File: src/rtl/fifo_sram_writer_if.sv
// fifo_sram_writer_if: FIFO read, allocator, SRAM write and packet report signals of the writer
interface fifo_sram_writer_if #(
  parameter int DATA_WIDTH = 8,
  parameter int LEN_WIDTH  = 4,
  parameter int SRAM_AW    = 10
);
  logic [DATA_WIDTH-1:0] fifo_dout;
  logic                  fifo_empty;
  logic                  fifo_rd_en;
  logic                  alloc_req;
  logic                  alloc_gnt;
  logic [SRAM_AW-1:0]    alloc_addr;
  logic                  sram_wr_en;
  logic [SRAM_AW-1:0]    sram_addr;
  logic [DATA_WIDTH-1:0] sram_wdata;
  logic                  sram_ready;
  logic                  pkt_done;
  logic [SRAM_AW-1:0]    pkt_base;
  logic [LEN_WIDTH-1:0]  pkt_len;
  logic                  hdr_err;
  modport master (
    input  fifo_dout, fifo_empty, alloc_gnt, alloc_addr, sram_ready,
    output fifo_rd_en, alloc_req, sram_wr_en, sram_addr, sram_wdata, pkt_done, pkt_base, pkt_len, hdr_err
  );
  modport slave (
    output fifo_dout, fifo_empty, alloc_gnt, alloc_addr, sram_ready,
    input  fifo_rd_en, alloc_req, sram_wr_en, sram_addr, sram_wdata, pkt_done, pkt_base, pkt_len, hdr_err
  );
endinterface

File: src/rtl/fifo_sram_writer.sv
// fifo_sram_writer: pops length-prefixed packets from an FWFT FIFO and writes payloads to SRAM
module fifo_sram_writer #(
  parameter int DATA_WIDTH = 8,
  parameter int LEN_WIDTH  = 4,
  parameter int SRAM_AW    = 10
) (
  input logic clk,
  input logic rst_n,
  fifo_sram_writer_if.master bus
);
  typedef enum logic [1:0] {IDLE, ALLOC, WRITE, DONE} state_t;
  state_t state, nstate;
  logic [DATA_WIDTH-1:0] head;
  logic [LEN_WIDTH-1:0] hdr_len, len, cnt;
  logic [SRAM_AW-1:0] base;
  logic pop_hdr, fire, last;
  assign head    = bus.fifo_dout;
  assign hdr_len = head[LEN_WIDTH-1:0];
  assign pop_hdr = state == IDLE && !bus.fifo_empty;
  assign fire    = state == WRITE && !bus.fifo_empty && bus.sram_ready;
  assign last    = fire && cnt == len - LEN_WIDTH'(1);
  // combinational outputs are gated by rst_n so nothing leaks out while reset is held
  always_comb begin
    nstate         = state;
    bus.fifo_rd_en = 1'b0;
    bus.alloc_req  = 1'b0;
    bus.sram_wr_en = 1'b0;
    bus.sram_addr  = '0;
    bus.sram_wdata = '0;
    nstate = state == IDLE  ? (pop_hdr && hdr_len != '0 ? ALLOC : IDLE) :
             state == ALLOC ? (bus.alloc_gnt ? WRITE : ALLOC) :
             state == WRITE ? (last ? DONE : WRITE) : IDLE;
    bus.fifo_rd_en = rst_n && (pop_hdr || fire);
    bus.alloc_req  = rst_n && state == ALLOC;
    bus.sram_wr_en = rst_n && fire;
    bus.sram_addr  = rst_n ? base + SRAM_AW'(cnt) : '0;
    bus.sram_wdata = rst_n ? head : '0;
  end
  always_ff @(posedge clk) begin
    if (!rst_n) begin
      state        <= IDLE;
      len          <= '0;
      cnt          <= '0;
      base         <= '0;
      bus.pkt_done <= 1'b0;
      bus.hdr_err  <= 1'b0;
      bus.pkt_base <= '0;
      bus.pkt_len  <= '0;
    end else begin
      state        <= nstate;
      bus.pkt_done <= last;
      bus.hdr_err  <= pop_hdr && hdr_len == '0;
      if (pop_hdr) len <= hdr_len;
      if (state == ALLOC && bus.alloc_gnt) begin
        base <= bus.alloc_addr;
        cnt  <= '0;
      end else if (fire) cnt <= cnt + 1'b1;
      if (last) begin
        bus.pkt_base <= base;
        bus.pkt_len  <= len;
      end
    end
  end
endmodule

File: src/flat_wrapper.sv
// flat-port wrapper written by rule: the top's interface ports become plain ports
module fifo_sram_writer_flat 
#(
  parameter int DATA_WIDTH = 8,
  parameter int LEN_WIDTH  = 4,
  parameter int SRAM_AW    = 10
)
  (clk, rst_n, bus_fifo_dout, bus_fifo_empty, bus_alloc_gnt, bus_alloc_addr, bus_sram_ready, bus_fifo_rd_en, bus_alloc_req, bus_sram_wr_en, bus_sram_addr, bus_sram_wdata, bus_pkt_done, bus_pkt_base, bus_pkt_len, bus_hdr_err);
  fifo_sram_writer_if #(.DATA_WIDTH(DATA_WIDTH), .LEN_WIDTH(LEN_WIDTH), .SRAM_AW(SRAM_AW)) bus_i ();
  input logic clk;
  input logic rst_n;
  input wire logic [$bits(bus_i.fifo_dout)-1:0] bus_fifo_dout;
  input wire logic [$bits(bus_i.fifo_empty)-1:0] bus_fifo_empty;
  input wire logic [$bits(bus_i.alloc_gnt)-1:0] bus_alloc_gnt;
  input wire logic [$bits(bus_i.alloc_addr)-1:0] bus_alloc_addr;
  input wire logic [$bits(bus_i.sram_ready)-1:0] bus_sram_ready;
  output wire logic [$bits(bus_i.fifo_rd_en)-1:0] bus_fifo_rd_en;
  output wire logic [$bits(bus_i.alloc_req)-1:0] bus_alloc_req;
  output wire logic [$bits(bus_i.sram_wr_en)-1:0] bus_sram_wr_en;
  output wire logic [$bits(bus_i.sram_addr)-1:0] bus_sram_addr;
  output wire logic [$bits(bus_i.sram_wdata)-1:0] bus_sram_wdata;
  output wire logic [$bits(bus_i.pkt_done)-1:0] bus_pkt_done;
  output wire logic [$bits(bus_i.pkt_base)-1:0] bus_pkt_base;
  output wire logic [$bits(bus_i.pkt_len)-1:0] bus_pkt_len;
  output wire logic [$bits(bus_i.hdr_err)-1:0] bus_hdr_err;
  assign bus_i.fifo_dout = bus_fifo_dout;
  assign bus_i.fifo_empty = bus_fifo_empty;
  assign bus_i.alloc_gnt = bus_alloc_gnt;
  assign bus_i.alloc_addr = bus_alloc_addr;
  assign bus_i.sram_ready = bus_sram_ready;
  assign bus_fifo_rd_en = bus_i.fifo_rd_en;
  assign bus_alloc_req = bus_i.alloc_req;
  assign bus_sram_wr_en = bus_i.sram_wr_en;
  assign bus_sram_addr = bus_i.sram_addr;
  assign bus_sram_wdata = bus_i.sram_wdata;
  assign bus_pkt_done = bus_i.pkt_done;
  assign bus_pkt_base = bus_i.pkt_base;
  assign bus_pkt_len = bus_i.pkt_len;
  assign bus_hdr_err = bus_i.hdr_err;
  fifo_sram_writer #(.DATA_WIDTH(DATA_WIDTH), .LEN_WIDTH(LEN_WIDTH), .SRAM_AW(SRAM_AW)) u_core (.clk(clk), .rst_n(rst_n), .bus(bus_i));
endmodule
File: config.mk
export PLATFORM = sky130hd
export DESIGN_NAME = fifo_sram_writer_flat
export DESIGN_NICKNAME = d
export VERILOG_FILES = /design/src/rtl/fifo_sram_writer_if.sv /design/src/rtl/fifo_sram_writer.sv /design/src/flat_wrapper.sv
export SDC_FILE = /design/constraint.sdc
export NUM_CORES = 1
export LEC_CHECK = 0
export ABC_AREA = 1
export ABC_CLOCK_PERIOD_IN_PS = 2080
export BUFFER_PORTS_ARGS = -buffer_cell sky130_fd_sc_hd__buf_2
export CORE_ASPECT_RATIO = 0.5
export CORE_MARGIN = 2
export CORE_UTILIZATION = 51
export CTS_CLUSTER_DIAMETER = 100
export DETAILED_ROUTE_END_ITERATION = 8
export PLACE_DENSITY_LB_ADDON = 0.08
export SYNTH_ARGS = -nofsm -noshare
export SYNTH_HDL_FRONTEND = slang
export SYNTH_SLANG_ARGS = --single-unit
export TNS_END_PERCENT = 100
File: constraint.sdc
create_clock -name clk -period 2.08 [get_ports clk]
set_input_delay 0.416 -clock clk [delete_from_list [all_inputs] [get_ports clk]]
set_output_delay 0.416 -clock clk [all_outputs]
set_load 0.03 [all_outputs]
==> reports/results.md, run 1 <==
Run status
* outcome: finished, violations left
* violated checks: negative setup slack

Global route
* wire length of the first global-routing pass: 8690 um
* gr usage total: 24.3%
* aggregate global routing overflow: 0
* largest net degree at the start of global routing: 22
* vias in the first global route: 2052
* initial antenna violation count: 0

Synth
* total of flip-flops plus latches after synthesis: 36
* count of distinct cell types in the synthesized netlist: 24
* Post-Syn Instances: 328
* fraction of registers with async set/reset: 0%
* post-synthesis instance area: 2050 um2
* share of the yosys chip area belonging to registers: 35.2%
* most instantiated library cell after synthesis: sky130_fd_sc_hd__nand2_1
* Top FF cell, synth: sky130_fd_sc_hd__dfxtp_1
* number of enable-type register cells in the synthesized netlist: 0
* cell types occupying the most area after synthesis: sky130_fd_sc_hd__dfxtp_1 (35%), sky130_fd_sc_hd__nand2_1 (16%), sky130_fd_sc_hd__inv_1 (11%), sky130_fd_sc_hd__nand3_1 (6.8%), sky130_fd_sc_hd__a21oi_1 (6.4%)
* commonest cells in the synthesized netlist: sky130_fd_sc_hd__nand2_1 (86), sky130_fd_sc_hd__inv_1 (59), sky130_fd_sc_hd__dfxtp_1 (36)
* total nets after synthesis: 358
* post-synthesis area per instance: 6.24 um2
* portion of synthesized cell area occupied by the leading cell type: 35.2%
* synthesis warning total: 0
* largest area contributor in the synthesized netlist: sky130_fd_sc_hd__dfxtp_1

STA
* Worst Hold Slack: 0.397 ns
* Slew Viols, Final: 0
* slew at the pin closest to its max-slew limit: 0.339 ns
* final clock period utilization by the worst path: 109%
* final hold violation count: 0
* Max Clock Freq: 440 MHz
* worst-case headroom to the max-slew limit: 77.4%
* final setup fails: 7
* setup TNS after final layout: -0.852 ns
* setup repair after global routing missed its margin: true
* minimum clock period: 2.27 ns
* setup slack of the critical path after layout: -0.194 ns
* skew final: 0.00286 ns

Drt
* final WL: 5420 um
* DR pass1 iterations: 4
* routed wirelength normalized by instance count: 11.8 um
* remaining number of nets flagged by the antenna check after routing: 0
* DRC: 0
* per-cell via count in the routed design: 4.90
* via count: 2250
* DRT iter0 DRCs: 93

Floorplan
* Starting Density: 52.7%
* overall die width: 93.6 um
* number of top-level pins: 60
* placeable core area: 3880 um2
* die outline area: 4570 um2
* chip height: 48.8 um
* Site Rows: 16

Final layout
* share of cells above drive strength 1: 32.3%
* final net count: 434
* final core area utilization: 72.1%
* Reg area: 731 um2
* multi-input combinational cell area: 1140 um2
* count of inserted antenna diode cells: 0
* number of filler instances in the final layout: 336
* area growth from synthesis to layout: 36.9%

Clock tree
* CTS sink count: 36
* total number of H-tree levels: 2
* Max Root-Sink Buffers: 2
* clock buffer count from CTS: 5
* clock latency at the later pin of the worst-skew pair: 0.29 ns
* TritonCTS clock tree: built
* Root Buffer Master: sky130_fd_sc_hd__clkbuf_8
* Clock transition at path regs: 0.07 ns

Pwr
* post-layout power: 1.89 mW
* Pwr Density: 673 nW/um2
* highest ir drop seen on vdd: 0.389 mV
* leak pwr: 1.49 nW

Placement
* hpwl dp: 3770 um
* number of input and output port buffers inserted: 59
* Routability Congestion: 0.887

Setup path
* most frequent cell on the critical path: sky130_fd_sc_hd__inv_2
* Worst Path Buf+Inv: 4
* crit-path cells: ha_4 > inv_2 > fa_2 > inv_2 > nand3_2 > nand2_2 > buf_4 > o21ai_0 > nor2_2 > buf_6
* startpoint-to-endpoint class of the critical path: reg2out
* worst-path maximum fanout: 2
* kind of cell adding the most delay to the critical path: adder cells
* arrival time worst endpoint: 1.86 ns
* Max stage delay cell, worst path: sky130_fd_sc_hd__dfxtp_2
* critical path startpoint category: flip-flop
* worst endpoint required time: 1.66 ns
* kind of end point of the critical path: output pin
* Max stage delay on crit path: 0.36 ns

Flow run
* max-cap viol count: 0

Hold path
* min-delay worst type: in2reg

## stage by stage
step	area, um2	instances	setup WS, ns
2_1_floorplan	2060	328	-0.0118
3_3_place_gp	2500	446	-0.00371
3_5_place_dp	2500	446	-0.0451
4_1_cts	2760	457	-0.203
5_1_grt	2800	459	-0.289
6_report	2800	459	-0.194
## cell type report
class / instances / area share [%]
multi-input cells: 213 / 40.7
repair buffers: 79 / 17.6
well taps: 54 / 2.41
clock inverters: 2 / 1.25
inverters: 69 / 9.33
clock buffers: 6 / 2.59
flip-flops and latches: 36 / 26.1
## state kept, by name (all words and copies together) (netlist names)
register,count
u_core.base,10
u_core.bus.pkt_base,10
u_core.bus.pkt_len,4
u_core.cnt,4
u_core.len,4
u_core.state,2
u_core.bus.hdr_err,1
u_core.bus.pkt_done,1
## kinds of logic after synthesis
| kind of cell | share of synthesized area [%] |
|---|---|
| buf+inv | 15.0 |
| compound gates | 12.5 |
| fa+ha+maj | 4.65 |
| simple gates | 32.6 |
| flops | 35.2 |
## layer usage
layer / vias up / wire, um / part of all wire, % / track usage, %
met3: 10 / 306 / 5.6 / 6.65
met1: 1025 / 2430 / 45 / 29.4
li1: 1151 / - / - / -
met2: 64 / 2620 / 48 / 41.5
met5: - / 0 / 0 / 0
met4: 0 / 62 / 1.1 / 9.18
## power breakdown
group          leakage [nW]  switching [mW]  internal, mW  total (mW)
Combinational          1.14           0.317         0.163       0.480
Clock                0.0552           0.268         0.356       0.624
Sequential            0.296          0.0441         0.737       0.781
Total                  1.49           0.630          1.26        1.89
## path summary, 6_finish.rpt
path	from	depth (start not counted)	slack (ns)	to
setup reg to reg	u_core.len[0]$_SDFFE_PN0P_	11	0.30	u_core.bus.pkt_base[8]$_SDFFE_PN0P_
setup / recovery	u_core.base[0]$_SDFFE_PN0P_	10	-0.19	bus_sram_addr[4]
hold / removal	bus_alloc_addr[7]	3	0.40	u_core.base[7]$_SDFFE_PN0P_
hold reg to reg	u_core.base[2]$_SDFFE_PN0P_	2	0.50	u_core.base[2]$_SDFFE_PN0P_
## layout by cell type (no fill, tap or decap), types with 2 or more instances in the layout
master                     Yosys  routed
sky130_fd_sc_hd__clkbuf_8      0       5
sky130_fd_sc_hd__inv_2         9      11
sky130_fd_sc_hd__o21ai_1       1       2
sky130_fd_sc_hd__dfxtp_1      36      28
sky130_fd_sc_hd__ha_1          6       2
sky130_fd_sc_hd__nand2_2       1       3
sky130_fd_sc_hd__nor2_4        1       3
sky130_fd_sc_hd__nand2_1      86      83
sky130_fd_sc_hd__nor3_1        2       2
sky130_fd_sc_hd__buf_6         1       5
sky130_fd_sc_hd__buf_4         1      21
sky130_fd_sc_hd__a21oi_2       0       2
sky130_fd_sc_hd__a21oi_1      26      24
sky130_fd_sc_hd__nand3_2       0       5
sky130_fd_sc_hd__inv_1        59      56
sky130_fd_sc_hd__nand3_1      28      23
sky130_fd_sc_hd__nor2_1       34      30
sky130_fd_sc_hd__o21ai_0      21      19
sky130_fd_sc_hd__ha_4          0       4
sky130_fd_sc_hd__nor2_2        1       3
sky130_fd_sc_hd__buf_2         0      52
sky130_fd_sc_hd__dfxtp_2       0       8
## tightest hold or removal path, cell delays in order
cell                      delay [ns]
sky130_fd_sc_hd__buf_2          0.07
sky130_fd_sc_hd__o21ai_0        0.07
sky130_fd_sc_hd__a21oi_1        0.10
## what timing repair did
| item | CTS | global route |
|---|---|---|
| hold buffers | 0 | 0 |
| pin swaps | 13 | 8 |
| buffers inserted | 3 | 3 |
| endpoints found under the setup margin | 7 | 8 |
| gates resized for setup | 38 | 7 |
Note: power is estimated with default switching activity, not from simulation.
==> run 2: changes to the inputs <==
CAP_MARGIN = 20   (was default)
CORE_UTILIZATION = 50   (was 51)
==> run 2 against run 1 <==
Against the previous run: the run still ends with negative setup slack left; die area rose by 1.9%; utilization fell by 1.6 points; maximum frequency rose by 0.54%.
==> reports/results.md, run 2 (synthesis gave the netlist of run 1 again) <==
Placement
* hpwl dp: 3710 um, -1.8%
* number of input and output port buffers inserted: 59, unchanged
* Routability Congestion: 0.889, +0.20%

STA
* setup TNS after final layout: -0.635 ns, +0.217 ns
* worst-case headroom to the max-slew limit: 80.2%, +2.8 points
* final setup fails: 6, -1
* slew at the pin closest to its max-slew limit: 0.296 ns, -0.0425 ns
* Slew Viols, Final: 0, unchanged
* Max Clock Freq: 442 MHz, +0.54%
* Worst Hold Slack: 0.396 ns, -0.000534 ns
* minimum clock period: 2.26 ns, -0.0123 ns
* setup repair after global routing missed its margin: true
* setup slack of the critical path after layout: -0.182 ns, +0.0123 ns
* skew final: 0.00355 ns, +0.000692 ns
* final clock period utilization by the worst path: 109%, -0.59 points
* final hold violation count: 0, unchanged

Global route
* initial antenna violation count: 0, unchanged
* vias in the first global route: 2002, -2.4%
* largest net degree at the start of global routing: 22, unchanged
* gr usage total: 23.7%, -0.60 points
* wire length of the first global-routing pass: 8650 um, -0.56%
* aggregate global routing overflow: 0, unchanged

Pwr
* leak pwr: 1.46 nW, -2.0%
* highest ir drop seen on vdd: 0.451 mV, +16%
* Pwr Density: 655 nW/um2, -2.7%

Clock tree
* TritonCTS clock tree: built
* Root Buffer Master: sky130_fd_sc_hd__clkbuf_8
* clock latency at the later pin of the worst-skew pair: 0.29 ns, about the same
* CTS sink count: 36, unchanged
* Max Root-Sink Buffers: 2, unchanged
* total number of H-tree levels: 2, unchanged
* Clock transition at path regs: 0.07 ns, about the same
* clock buffer count from CTS: 5, unchanged

Drt
* DRT iter0 DRCs: 78, -16%
* DRC: 0, unchanged
* per-cell via count in the routed design: 4.84, -1.3%
* remaining number of nets flagged by the antenna check after routing: 0, unchanged
* DR pass1 iterations: 4, unchanged
* final WL: 5150 um, -5.1%
* via count: 2196, -2.4%
* routed wirelength normalized by instance count: 11.3 um, -4.1%

Floorplan
* Site Rows: 16, unchanged
* placeable core area: 3920 um2, +1.0%
* Starting Density: 52.2%, -0.54 points
* die outline area: 4650 um2, +1.9%
* chip height: 49.2 um, +0.91%
* number of top-level pins: 60, unchanged
* overall die width: 94.5 um, +0.95%

Setup path
* critical path startpoint category: flip-flop
* worst-path maximum fanout: 4, +2
* Max stage delay cell, worst path: sky130_fd_sc_hd__dfxtp_2
* startpoint-to-endpoint class of the critical path: reg2out
* launch point of the critical path: u_core.base[0]$_SDFFE_PN0P_
* startpoint of the worst-slack reg-to-reg timing path: u_core.len[0]$_SDFFE_PN0P_
* kind of end point of the critical path: output pin
* crit-path cells: ha_4 > inv_2 > fa_2 > inv_2 > nand3_2 > nand2_2 > nand2_2 > inv_4 > nand3_2 > nand2_2 > nor2_4 > buf_6
* most frequent cell on the critical path: sky130_fd_sc_hd__nand2_2
* arrival time worst endpoint: 1.85 ns, about the same
* worst endpoint required time: 1.66 ns, about the same
* Max stage delay on crit path: 0.36 ns, about the same

Flow run
* max-cap viol count: 0, unchanged

Final layout
* biggest regs: u_core.base x10, u_core.bus.pkt_base x10
* area growth from synthesis to layout: 35.3%
* final net count: 430, -0.92%
* highest-count cells in the layout ignoring fill and taps: sky130_fd_sc_hd__nand2_1 (83), sky130_fd_sc_hd__inv_1 (56), sky130_fd_sc_hd__buf_2 (51), sky130_fd_sc_hd__nor2_1 (30), sky130_fd_sc_hd__dfxtp_1 (28)
* count of inserted antenna diode cells: 0, unchanged
* most common cell after layout, fill and taps aside: sky130_fd_sc_hd__nand2_1
* share of cells above drive strength 1: 32.0%, -0.35 points

Run status
* violated checks: negative setup slack
* outcome: finished, violations left

Hold path
* min-delay worst type: in2reg
* start point of the worst hold path: bus_alloc_addr[8]

==> run 2: changes by cell type in the layout (fill, tap and decap cells not counted), sizes merged <==
cell,previous run,this run
clkinv,2,1
clkbuf,6,7
buf,79,75
bufinv,1,0
==> run 2: path summary, 6_finish.rpt <==
check,to,slack [ns],cells after the start
max,bus_sram_addr[8],-0.18,12
min,u_core.base[8]$_SDFFE_PN0P_,0.40,3
max reg2reg,u_core.bus.pkt_base[4]$_SDFFE_PN0P_,0.42,11
min reg2reg,u_core.len[1]$_SDFFE_PN0P_,0.49,2
==> run 2: metal layers <==
metal / up-vias / global-route usage (%) / part of all wire (%) / routed length, um
met5: - / 0 / 0 / 0
met4: 0 / 7.49 / 1.2 / 63
met3: 9 / 6.03 / 5.6 / 286
met2: 61 / 39.9 / 47 / 2430
met1: 977 / 29.8 / 46 / 2370
li1: 1149 / - / - / -
==> run 2: worst max-delay path: cells and delay by family (launching register included) <==
| family | cells | cell delay [ns] |
|---|---|---|
| simple gates | 6 | 0.41 |
| flops | 1 | 0.36 |
| buf+inv | 4 | 0.32 |
| fa+ha+maj | 2 | 0.46 |
==> run 2: layout make-up <==
| cell class | count | area [um2] |
|---|---|---|
| clock buffer | 7 | 96.3 |
| fill | 350 | 1150 |
| inverter | 69 | 262 |
| multi-input combinational | 213 | 1140 |
| sequential | 36 | 733 |
| tap | 54 | 67.6 |
| timing repair buffer | 75 | 470 |
==> run 2: through the flow <==
step	cells	instance area, um2	power, mW	setup WS (ns)	utilization [%]
global placement	444	2490	1.22	0.00235	63.4
floorplan	328	2060	1.10	-0.0118	-
CTS	454	2730	1.81	-0.187	69.7
detailed placement	444	2490	1.23	-0.0489	63.4
global route	454	2770	1.91	-0.260	70.6
finish	454	2770	1.81	-0.182	70.6
==> run 2: power by group <==
group	total (mW)	internal, mW	switching (mW)	leakage, nW
Combinational	0.479	0.166	0.313	1.12
Clock	0.556	0.295	0.261	0.0503
Sequential	0.778	0.736	0.0422	0.297
Total	1.81	1.20	0.616	1.46
==> run 2: repair_timing <==
item	CTS	global route
pin swaps	10	8
endpoints found under the setup margin	8	8
hold buffers	0	0
gates resized for setup	38	12
buffers inserted	3	1
hold endpoints to repair	0	0
==> run 3: changes to the inputs <==
ABC_AREA = default   (was 1)
==> run 3 against run 2 <==
Against the previous run: maximum frequency decreased by 5.5%; utilization increased by 3.2 points; final cell count decreased by 21%; design area decreased by 6.1%; clock power decreased by 6.8%; worst setup slack got worse by 0.13 ns; clock-buffer cell count unchanged; the run still ends with negative setup slack left; sequential share of layout area increased by 1.4 points; non-clock buffer count increased by 9; critical endpoint is now bus_sram_addr[6]; power decreased by 17%; critical path type unchanged; synthesized area decreased by 8.0%.
==> reports/results.md, run 3 <==
Synth
* fraction of registers with async set/reset: 0%, unchanged
* cell types occupying the most area after synthesis: sky130_fd_sc_hd__dfxtp_1 (38%), sky130_fd_sc_hd__nand3_1 (6.4%), sky130_fd_sc_hd__nand2_1 (5.6%), sky130_fd_sc_hd__a21oi_1 (5.0%), sky130_fd_sc_hd__ha_1 (4.0%)
* synthesis warning total: 0, unchanged
* portion of synthesized cell area occupied by the leading cell type: 38.3%, +3.1 points
* count of distinct cell types in the synthesized netlist: 40, +67%
* post-synthesis area per instance: 8.19 um2, +31%
* number of enable-type register cells in the synthesized netlist: 0, unchanged
* total of flip-flops plus latches after synthesis: 36, unchanged
* largest area contributor in the synthesized netlist: sky130_fd_sc_hd__dfxtp_1
* post-synthesis instance area: 1880 um2, -8.0%
* Post-Syn Instances: 230, -30%
* Top FF cell, synth: sky130_fd_sc_hd__dfxtp_1
* most instantiated library cell after synthesis: sky130_fd_sc_hd__dfxtp_1
* total nets after synthesis: 260, -27%
* commonest cells in the synthesized netlist: sky130_fd_sc_hd__dfxtp_1 (36), sky130_fd_sc_hd__nand2_1 (28), sky130_fd_sc_hd__nand3_1 (24)
* share of the yosys chip area belonging to registers: 38.3%, +3.1 points

Drt
* DRC: 0, unchanged
* final WL: 4470 um, -13%
* DR pass1 iterations: 4, unchanged
* DRT iter0 DRCs: 43, -45%
* remaining number of nets flagged by the antenna check after routing: 0, unchanged
* per-cell via count in the routed design: 4.98, +3.0%
* routed wirelength normalized by instance count: 12.5 um, +10%
* via count: 1784, -19%

STA
* final clock period utilization by the worst path: 115%, +6.4 points
* worst-case headroom to the max-slew limit: 70.3%, -9.9 points
* Slew Viols, Final: 0, unchanged
* setup slack of the critical path after layout: -0.314 ns, -0.133 ns
* slew at the pin closest to its max-slew limit: 0.445 ns, +0.149 ns
* final setup fails: 8, +2
* setup repair after global routing missed its margin: true
* skew final: 0.00773 ns, +0.00418 ns
* minimum clock period: 2.39 ns, +0.133 ns
* Max Clock Freq: 418 MHz, -5.5%
* final hold violation count: 0, unchanged
* setup TNS after final layout: -1.57 ns, -0.932 ns

Setup path
* Max stage delay on crit path: 0.38 ns, +0.02 ns
* kind of end point of the critical path: output pin
* arrival time worst endpoint: 1.98 ns, +0.13 ns
* worst-path maximum fanout: 4, unchanged
* startpoint of the worst-slack reg-to-reg timing path: u_core.len[0]$_SDFFE_PN0P_
* crit-path cells: ha_4 > inv_2 > fa_2 > nor2b_4 > o21ai_4 > a21oi_2 > xnor2_2 > nor2_2 > buf_6
* slack of the worst reg-to-reg path: 0.20 ns, -0.22 ns
* worst endpoint required time: 1.66 ns, about the same
* destination of the worst register-to-register timing path: u_core.bus.pkt_base[0]$_SDFFE_PN0P_
* CP Capture Point: bus_sram_addr[6]
* startpoint-to-endpoint class of the critical path: reg2out
* critical path startpoint category: flip-flop
* launch point of the critical path: u_core.base[0]$_SDFFE_PN0P_
* Max stage delay cell, worst path: sky130_fd_sc_hd__fa_2
* cell count of the worst reg-to-reg path: 7, -4

Clock tree
* clock latency at the later pin of the worst-skew pair: 0.29 ns, about the same
* clock buffer count from CTS: 5, unchanged
* Root Buffer Master: sky130_fd_sc_hd__clkbuf_8
* Clock transition at path regs: 0.07 ns, about the same
* total number of H-tree levels: 2, unchanged
* Max Root-Sink Buffers: 2, unchanged
* CTS sink count: 36, unchanged
* TritonCTS clock tree: built

Global route
* gr usage total: 22.0%, -1.6 points
* wire length of the first global-routing pass: 7360 um, -15%
* largest net degree at the start of global routing: 30, +36%
* initial antenna violation count: 0, unchanged
* aggregate global routing overflow: 0, unchanged
* vias in the first global route: 1598, -20%

Floorplan
* chip height: 47.4 um, -3.8%
* number of top-level pins: 60, unchanged
* die outline area: 4300 um2, -7.5%
* overall die width: 90.8 um, -3.9%
* Starting Density: 53.4%, +1.2 points
* Site Rows: 15, -1
* placeable core area: 3530 um2, -10%

Final layout
* final design area excluding fillers: 2600 um2, -6.1%
* share of cells above drive strength 1: 43.0%, +11 points
* count of inserted antenna diode cells: 0, unchanged
* biggest regs: u_core.base x10, u_core.bus.pkt_base x10
* most common cell after layout, fill and taps aside: sky130_fd_sc_hd__buf_2
* final net count: 336, -22%
* area growth from synthesis to layout: 38.1%
* highest-count cells in the layout ignoring fill and taps: sky130_fd_sc_hd__buf_2 (51), sky130_fd_sc_hd__dfxtp_1 (32), sky130_fd_sc_hd__nand2_1 (28), sky130_fd_sc_hd__buf_4 (26), sky130_fd_sc_hd__nand3_1 (24)
* number of standard cells in the final layout excluding fillers: 358, -21%

Hold path
* min-delay worst type: in2reg

Run status
* violated checks: negative setup slack
* outcome: finished, violations left

Placement
* Routability Congestion: 0.879, -1.2%
* Area after DPL: 2380 um2, -4.4%
* number of input and output port buffers inserted: 59, unchanged
* hpwl dp: 3320 um, -10%
* cell total after placement: 348, -22%

Pwr
* post-layout power: 1.51 mW, -17%
* Pwr Density: 579 nW/um2, -12%
* highest ir drop seen on vdd: 0.307 mV, -32%
* leak pwr: 1.11 nW, -24%

Flow run
* max-cap viol count: 0, unchanged

[run 3: changes by cell type after synthesis, moves of 9 or more]
cell and delta:
sky130_fd_sc_hd__nand2_1 -58, sky130_fd_sc_hd__inv_1 -52, sky130_fd_sc_hd__nor2_1 -15, sky130_fd_sc_hd__o21ai_0 -14, sky130_fd_sc_hd__and2_1 +11, sky130_fd_sc_hd__inv_2 -9
[run 3: cells by family (layout without fill, tap and decap cells)]
kind of cell / after synthesis / after routing / synth area share (%)
flops: 36 / 36 / 38.3
mux: 2 / 2 / 1.06
buf+inv: 22 / 99 / 5.45
fa+ha+maj: 7 / 7 / 5.05
xor+xnor: 13 / 13 / 6.05
compound gates: 41 / 41 / 14.0
simple gates: 109 / 109 / 30.1
[run 3: layer usage]
metal  track usage, %  part of all wire [%]
met1             27.8                    48
met2             39.6                    47
met3             5.46                   4.1
met4             6.36                  0.76
met5                0                     0
[run 3: worst max-delay path: cells and delay by family (launching register included)]
family / cells / cell delay, ns
buf+inv: 2 / 0.18
simple gates: 2 / 0.20
fa+ha+maj: 2 / 0.52
compound gates: 2 / 0.29
flops: 1 / 0.36
xor+xnor: 1 / 0.14
[run 3: worst min-delay path by stage]
| stage | from | to | cells past startpoint |
|---|---|---|---|
| global route | bus_alloc_addr[8] | u_core.base[8]$_SDFFE_PN0P_ | 3 |
| finish | bus_alloc_addr[0] | u_core.base[0]$_SDFFE_PN0P_ | 3 |
| CTS | bus_alloc_addr[0] | u_core.base[0]$_SDFFE_PN0P_ | 3 |
| global placement | u_core.bus.pkt_base[8]$_SDFFE_PN0P_ | u_core.bus.pkt_base[8]$_SDFFE_PN0P_ | 2 |
| detailed placement | u_core.bus.pkt_base[3]$_SDFFE_PN0P_ | u_core.bus.pkt_base[3]$_SDFFE_PN0P_ | 2 |
| floorplan | u_core.base[3]$_SDFFE_PN0P_ | u_core.bus.pkt_base[3]$_SDFFE_PN0P_ | 2 |
[run 3: per-stage QoR]
step	utilization, %	setup slack [ns]	hold WS [ns]
finish	73.7	-0.314	0.372
global route	73.7	-0.411	0.381
CTS	72.6	-0.328	0.370
detailed placement	67.4	-0.0819	0.450
global placement	67.4	-0.0631	0.442
floorplan	-	-0.0166	0.446
[run 3: what timing repair did]
action / in CTS / in global routing
setup endpoints to repair: 8 / 8
pin swaps: 20 / 11
hold buffers: 0 / 0
resized for setup: 23 / 8
gates cloned: 0 / 0
setup buffers: 2 / 1
[run 3: layout make-up]
type | instances | area, um2
multi-input cells | 172 | 1160
fillers | 297 | 927
flip-flops and latches | 36 | 726
repair buffers | 84 | 529
clock buffers | 7 | 86.3
well taps | 51 | 63.8
inverters | 7 | 26.3
clock inverters | 1 | 7.51
[run 3: report_power, final]
| group | total, mW | switching (mW) | internal, mW |
|---|---|---|---|
| clock | 0.518 | 0.249 | 0.269 |
| sequential | 0.728 | 0.0188 | 0.709 |
| combinational | 0.259 | 0.151 | 0.108 |
